File: src/rtl/phi_position_tracker.sv
`timescale 1ns/1ps
// phi_position_tracker: time-multiplexed, hysteresis-filtered phi^n position
// classifier. Scans one channel per enabled cycle and emits class-change events.
// Ports: clk/rst (async, active-high), clk_en, sample_valid + n_packed (snapshot),
//   busy/scan_done/overrun status, class/dwell/stability packed per-channel state,
//   evt_valid/evt_ready/evt_chan/evt_old/evt_new handshaked event channel.
// Option: define PPT_STABILITY_EN to build the per-channel stability registers.
module phi_position_tracker #(
    parameter int WIDTH         = 18,
    parameter int FRAC          = 14,
    parameter int NUM_OSC       = 21,
    parameter int CONFIRM       = 3,
    parameter int DWELL_W       = 8,
    parameter int N_DANGER_LOW  = 22118,
    parameter int N_DANGER_HIGH = 25395
) (
    input  logic                         clk,
    input  logic                         rst,
    input  logic                         clk_en,
    input  logic                         sample_valid,
    input  logic [NUM_OSC*WIDTH-1:0]     n_packed,
    output logic                         busy,
    output logic                         scan_done,
    output logic                         overrun,
    output logic [NUM_OSC*2-1:0]         class_packed,
    output logic [NUM_OSC*DWELL_W-1:0]   dwell_packed,
    output logic [NUM_OSC*WIDTH-1:0]     stability_packed,
    output logic                         evt_valid,
    input  logic                         evt_ready,
    output logic [$clog2(NUM_OSC)-1:0]   evt_chan,
    output logic [1:0]                   evt_old,
    output logic [1:0]                   evt_new
);

    localparam int IDXW = $clog2(NUM_OSC);
    localparam logic [1:0] C_INT  = 2'b00;
    localparam logic [1:0] C_HALF = 2'b01;
    localparam logic [1:0] C_QTR  = 2'b10;
    localparam logic [1:0] C_CAT  = 2'b11;
    localparam logic [3:0] CF     = 4'(CONFIRM);
    localparam logic [DWELL_W-1:0] DMAX = '1;
    localparam logic signed [WIDTH-1:0] D_LO = WIDTH'(N_DANGER_LOW);
    localparam logic signed [WIDTH-1:0] D_HI = WIDTH'(N_DANGER_HIGH);
    localparam logic [FRAC:0] RND = (FRAC+1)'(1 << (FRAC-3));

    typedef enum logic [1:0] {S_IDLE, S_SCAN, S_EVT, S_DONE} state_t;

    state_t state_q, state_d;
    logic [IDXW-1:0] idx_q, idx_d;
    logic [NUM_OSC-1:0][WIDTH-1:0]   snap_q;
    logic [NUM_OSC-1:0][1:0]         cls_q;
    logic [NUM_OSC-1:0][1:0]         cand_q;
    logic [NUM_OSC-1:0][3:0]         cnt_q;
    logic [NUM_OSC-1:0][DWELL_W-1:0] dwell_q;
    logic [IDXW-1:0] evt_chan_q;
    logic [1:0]      evt_old_q, evt_new_q;
    logic            evt_taken_q;
    logic            overrun_q;

    logic signed [WIDTH-1:0] n_cur;
    logic [FRAC-1:0] frac;
    logic [FRAC:0]   qsum;
    logic [2:0]      q;
    logic            danger;
    logic [1:0]      raw;
    logic [3:0]      cnt_nx;
    logic            commit;
    logic [DWELL_W-1:0] dwell_nx;
    logic            scan_fire, last, evt_xfer, evt_go;

    assign n_cur  = snap_q[idx_q];
    assign frac   = n_cur[FRAC-1:0];
    assign qsum   = {1'b0, frac} + RND;
    assign q      = 3'(qsum >> (FRAC-2));
    assign danger = (n_cur >= D_LO) && (n_cur <= D_HI);

    always_comb begin
        raw = C_INT;
        unique case (1'b1)
            danger:                                 raw = C_CAT;
            (!danger && q == 3'd2):                 raw = C_HALF;
            (!danger && (q == 3'd1 || q == 3'd3)):  raw = C_QTR;
            default:                                raw = C_INT;
        endcase
    end

    // Candidate count saturates at CONFIRM so a held class never re-commits.
    always_comb begin
        if (raw == cand_q[idx_q])
            cnt_nx = (cnt_q[idx_q] >= CF) ? CF : cnt_q[idx_q] + 4'd1;
        else
            cnt_nx = 4'd1;
        commit = (cnt_nx == CF) && (raw != cls_q[idx_q]);
        if (commit)
            dwell_nx = '0;
        else if (dwell_q[idx_q] == DMAX)
            dwell_nx = DMAX;
        else
            dwell_nx = dwell_q[idx_q] + DWELL_W'(1);
    end

    assign scan_fire = (state_q == S_SCAN) && clk_en;
    assign last      = (idx_q == IDXW'(NUM_OSC-1));
    assign evt_valid = (state_q == S_EVT) && !evt_taken_q;
    assign evt_xfer  = evt_valid && evt_ready;
    // A transfer taken while clk_en is low is remembered until the advance.
    assign evt_go    = (state_q == S_EVT) && clk_en && (evt_taken_q || evt_ready);

    always_comb begin
        state_d = state_q;
        idx_d   = idx_q;
        unique case (state_q)
            S_IDLE: if (clk_en && sample_valid) begin
                state_d = S_SCAN;
                idx_d   = '0;
            end
            S_SCAN: if (clk_en) begin
                if (commit)    state_d = S_EVT;
                else if (last) state_d = S_DONE;
                else           idx_d   = idx_q + IDXW'(1);
            end
            S_EVT: if (evt_go) begin
                if (last) state_d = S_DONE;
                else begin
                    state_d = S_SCAN;
                    idx_d   = idx_q + IDXW'(1);
                end
            end
            S_DONE: if (clk_en) state_d = S_IDLE;
            default: state_d = S_IDLE;
        endcase
    end

    always_ff @(posedge clk or posedge rst) begin
        if (rst) begin
            state_q     <= S_IDLE;
            idx_q       <= '0;
            snap_q      <= '0;
            cls_q       <= '0;
            cand_q      <= '0;
            cnt_q       <= '0;
            dwell_q     <= '0;
            evt_chan_q  <= '0;
            evt_old_q   <= '0;
            evt_new_q   <= '0;
            evt_taken_q <= 1'b0;
            overrun_q   <= 1'b0;
        end else begin
            state_q <= state_d;
            idx_q   <= idx_d;
            if (state_q == S_IDLE && clk_en && sample_valid)
                snap_q <= n_packed;
            if (state_q != S_IDLE && clk_en && sample_valid)
                overrun_q <= 1'b1;
            if (scan_fire) begin
                cand_q[idx_q]  <= raw;
                cnt_q[idx_q]   <= cnt_nx;
                dwell_q[idx_q] <= dwell_nx;
                if (commit) begin
                    cls_q[idx_q] <= raw;
                    evt_chan_q   <= idx_q;
                    evt_old_q    <= cls_q[idx_q];
                    evt_new_q    <= raw;
                end
            end
            if (evt_go)
                evt_taken_q <= 1'b0;
            else if (evt_xfer)
                evt_taken_q <= 1'b1;
        end
    end

`ifdef PPT_STABILITY_EN
    localparam int HALF_PT = 1 << (FRAC-1);
    localparam int QTR_PT  = 1 << (FRAC-2);

    logic [NUM_OSC-1:0][WIDTH-1:0] stab_q;
    logic [WIDTH-1:0] stab_d;
    int fr_i, dist;

    always_comb begin
        fr_i   = int'(frac);
        dist   = 0;
        stab_d = '0;
        unique case (raw)
            C_HALF: begin
                dist = fr_i - HALF_PT;
                if (dist < 0) dist = -dist;
                stab_d = WIDTH'((1 << FRAC) - 4*dist);
            end
            C_QTR: begin
                dist = fr_i - ((q == 3'd1) ? QTR_PT : 3*QTR_PT);
                if (dist < 0) dist = -dist;
                stab_d = WIDTH'((1 << (FRAC-1)) - 2*dist);
            end
            C_CAT:   stab_d = WIDTH'(QTR_PT);
            default: stab_d = '0;
        endcase
    end

    always_ff @(posedge clk or posedge rst) begin
        if (rst)
            stab_q <= '0;
        else if (scan_fire)
            stab_q[idx_q] <= stab_d;
    end

    assign stability_packed = stab_q;
`else
    assign stability_packed = '0;
`endif

    assign busy         = (state_q == S_SCAN) || (state_q == S_EVT);
    assign scan_done    = (state_q == S_DONE);
    assign overrun      = overrun_q;
    assign class_packed = cls_q;
    assign dwell_packed = dwell_q;
    assign evt_chan     = evt_chan_q;
    assign evt_old      = evt_old_q;
    assign evt_new      = evt_new_q;

endmodule

File: config.mk
export PLATFORM = sky130hd
export DESIGN_NAME = phi_position_tracker
export DESIGN_NICKNAME = d
export VERILOG_FILES = /design/src/rtl/phi_position_tracker.sv
export SDC_FILE = /design/constraint.sdc
export NUM_CORES = 2
export LEC_CHECK = 0
export ABC_AREA = 1
export CAP_MARGIN = 20
export CORE_AREA = 4 4 378 380
export DETAILED_ROUTE_END_ITERATION = 10
export DIE_AREA = 0 0 382 384
export PLACE_DENSITY = 0.59
export SLEW_MARGIN = 20
export SYNTH_ARGS = -nofsm -noshare
export SYNTH_HDL_FRONTEND = slang
export SYNTH_SLANG_ARGS = --single-unit
File: constraint.sdc
create_clock -name clk -period 24.4 [get_ports clk]
set_input_delay 3.66 -clock clk [delete_from_list [all_inputs] [get_ports clk]]
set_output_delay 3.66 -clock clk [all_outputs]
set_load 0.01 [all_outputs]
==> flow_summary.json <==
{
  "status": "complete, no violations",
  "worstReg2RegStart": "idx_q[0]$_DFFE_PP0P_",
  "wl_per_cell_um": 20.1,
  "slew_headroom_pct": 24.6,
  "clock_latency_ns": 0.70,
  "crit_cells": 16,
  "cts_setup_buffers": 0,
  "rr_worst_depth": 16,
  "crit_path_start_kind": "flop",
  "power-per-cell-area_mw_per_mm2": 114,
  "numCtsBuffers": 84,
  "max_stage_delay_ns": 0.91,
  "postSynthAreaPerCell_um2": 8.55,
  "clock.fmax_mhz": 128,
  "rsz0062_at_grt": "false",
  "start_util_pct": 25.8,
  "synth_area_leaders": "dfrtp_1, o21ai_0, nand2_1",
  "pin_count": 984,
  "period_needed_ns": 7.79,
  "synth_fa_ha_area_share_pct": 0.383,
  "gp_congestion": 0.851,
  "h-tree-depth": 3,
  "area_growth_pct": 24.2,
  "max_slew.worst_pin.slew_ns": 1.13,
  "cts_buffer_depth": 3,
  "crit_fanout": 143,
  "die_area_mm2": 0.147,
  "fin_skew_ns": 0.0643,
  "drt.antenna.violating_nets": 0,
  "rrSetupSlack_ns": 16.61,
  "ctsHoldBuffers": 0,
  "overflow": 0,
  "grt_first_pass_wirelength_um": 191000,
  "hold_viol": 0,
  "path_class": "flop to flop",
  "first_pass_iters": 8,
  "rows": 137,
  "via_count": 29636,
  "worst-path-buf-inv": 6,
  "final_cell_area_mm2": 0.0446,
  "synth_top_area_share_pct": 49.6,
  "ys_ff_latch": 711,
  "drive_gt1_share_pct": 7.77,
  "dieHeight_um": 384,
  "wirelength_um": 133000,
  "grt_max_degree": 214,
  "drt_iter0_markers": 2300,
  "crit_top_cell": "buf_4",
  "netlist-cell-type-count": 52,
  "worstPathArrival_ns": 8.37,
  "startpoint": "idx_q[0]$_DFFE_PP0P_",
  "synth_mux_area_share_pct": 4.99,
  "synth_edf_count": 0,
  "syn_area_mm2": 0.0359,
  "cp-end-kind": "flop",
  "die_w_um": 382,
  "p_leak_uw": 0.0200,
  "tns_ns": 0,
  "slew_violations": 0,
  "crit_required_ns": 24.98,
  "cts_tree": "built",
  "cap_viol_max_count": 0,
  "ir_drop_v": 0.000146,
  "synth_most_common_cell": "nand2_1",
  "nets": 5046,
  "path_delay_family": "buffers and inverters",
  "synthFlopType": "dfrtp_1",
  "synth_compound_area_share_pct": 15.7,
  "worstPathCellList": "buf_12, inv_8, buf_4, buf_4, a21oi_1, o21ai_0, a21oi_1, or2_1, nor4_1, inv_1, nand3_1, nand4_1, nand3_2, buf_4, nand3b_1, o21ai_0",
  "yosysTopAreaCell": "dfrtp_1",
  "core_mm2": 0.139,
  "dp_hpwl_um": 93500,
  "seq_area_frac_synth_pct": 49.6,
  "cts_sinks": 711,
  "cts_resized": 0,
  "fin_crit_sh_pct": 31.9,
  "setup_viol": 0,
  "regToRegEndpoint": "dwell_packed[87]$_DFFE_PP0P_",
  "min_path_type": "flop to flop",
  "antenna_found_initial": 35,
  "cp_slowest_cell": "nand3b_1",
  "port_buffers": 584,
  "yosys_warnings": 0,
  "viasPerCell": 4.48,
  "yosys.area_share.simple_pct": 14.0,
  "synth_xor_area_share_pct": 0.0976,
  "p_total_uw": 5070,
  "place_area_mm2": 0.0418,
  "cp-endpoint": "dwell_packed[87]$_DFFE_PP0P_",
  "synth_async_sr_flop_share_pct": 100,
  "first_global_vias": 28377,
  "synth_top_family_by_area": "compound AO/OA/AOI/OAI gates",
  "grt_usage_pct": 17.3,
  "synth_top_cells_by_count": "nand2_1, dfrtp_1, o21ai_0",
  "cts-root-buf": "clkbuf_16",
  "synthCells": 4198,
  "drc": 0,
  "path_clk_slew_ns": 0.06
}
==> cell usage in the layout, fill, tap and decap left out, types with 10 or more instances in the layout <==
cell type	instances
clkdlybuf4s50_1	584
inv_1	342
dfrtp_1	709
a22o_1	14
inv_2	10
o211ai_1	28
nand3_1	83
o21ai_0	671
nor2_1	238
ha_1	11
nand2_1	867
nand4_1	16
diode_2	25
o21ai_1	67
clkbuf_1	24
o22ai_1	40
conb_1	378
a31oi_1	25
clkbuf_8	14
buf_4	41
a21oi_1	177
clkbuf_16	85
nor3_1	17
mux2_2	159
==> routing by layer <==
layer / GRT usage [%] / part of all wire (%) / vias to the layer above
met5: 0 / 0.069 / -
li1: - / - / 13852
met2: 27.8 / 47 / 1090
met1: 21.7 / 41 / 14500
met4: 6.05 / 3.0 / 14
met3: 5.76 / 9.2 / 180
==> how the worst min path moves through the flow <==
stage,startpoint,end,slack (ns),depth (start not counted)
4_1_cts,cnt_q[82]$_DFFE_PP0P_,cnt_q[82]$_DFFE_PP0P_,0.47,2
5_1_grt,cnt_q[48]$_DFFE_PP0P_,cnt_q[48]$_DFFE_PP0P_,0.49,2
3_3_place_gp,cnt_q[83]$_DFFE_PP0P_,cnt_q[83]$_DFFE_PP0P_,0.45,2
6_report,cnt_q[83]$_DFFE_PP0P_,cnt_q[83]$_DFFE_PP0P_,0.48,2
3_5_place_dp,cnt_q[82]$_DFFE_PP0P_,cnt_q[82]$_DFFE_PP0P_,0.46,2
2_1_floorplan,cnt_q[82]$_DFFE_PP0P_,cnt_q[82]$_DFFE_PP0P_,0.43,2
==> cell type report <==
cell class,count,area [µm²]
fillers,14630,94600
flip-flops and latches,711,17800
multi-input cells,2866,14000
repair buffers,629,6220
clock buffers,123,2410
well taps,1876,2350
inverters,360,1370
clock inverters,19,342
diodes,25,62.6
==> where the power goes <==
part | internal (µW) | leakage, µW | switching, µW | total [µW]
Clock | 741 | 0.00133 | 535 | 1280
Sequential | 1540 | 0.00876 | 170 | 1710
Combinational | 630 | 0.00991 | 1450 | 2080
==> cells by family (layout without fill, tap and decap cells) <==
group                      after synthesis  after routing
xor gates and xnor gates                 4              4
buffers and inverters                  998           1131
AOI/OAI and AO/OA                     1059           1059
DFF                                    711            711
other                                    1            403
adders and majority gates               11             11
and+or+nand+nor                       1255           1255
muxes                                  159            159
==> per-stage QoR <==
stage | hold WS (ns) | setup WS (ns) | std cells | util, %
2_1_floorplan | 0.432 | 0.798 | 4575 | -
3_3_place_gp | 0.454 | 16.11 | 6442 | 30.0
3_5_place_dp | 0.456 | 16.12 | 6442 | 30.0
4_1_cts | 0.475 | 16.73 | 6584 | 32.0
5_1_grt | 0.490 | 16.29 | 6606 | 32.0
6_report | 0.477 | 16.61 | 6609 | 32.0
==> tightest hold or removal path, cell delays in order, from the launching register on <==
cell     delay, ns
dfrtp_1       0.35
nand2_1       0.05
inv_1         0.05
==> sequential cells by signal, summed over array words and instances, names as in the netlist <==
register and flops:
cand_q 42, evt_chan 5, evt_new 2, snap_q 357, dwell_packed 168, overrun 1
cnt_q 84, evt_old 2, state_q 2, evt_taken_q 1, class_packed 42, idx_q 5
Power figures use the tool's default switching activity.
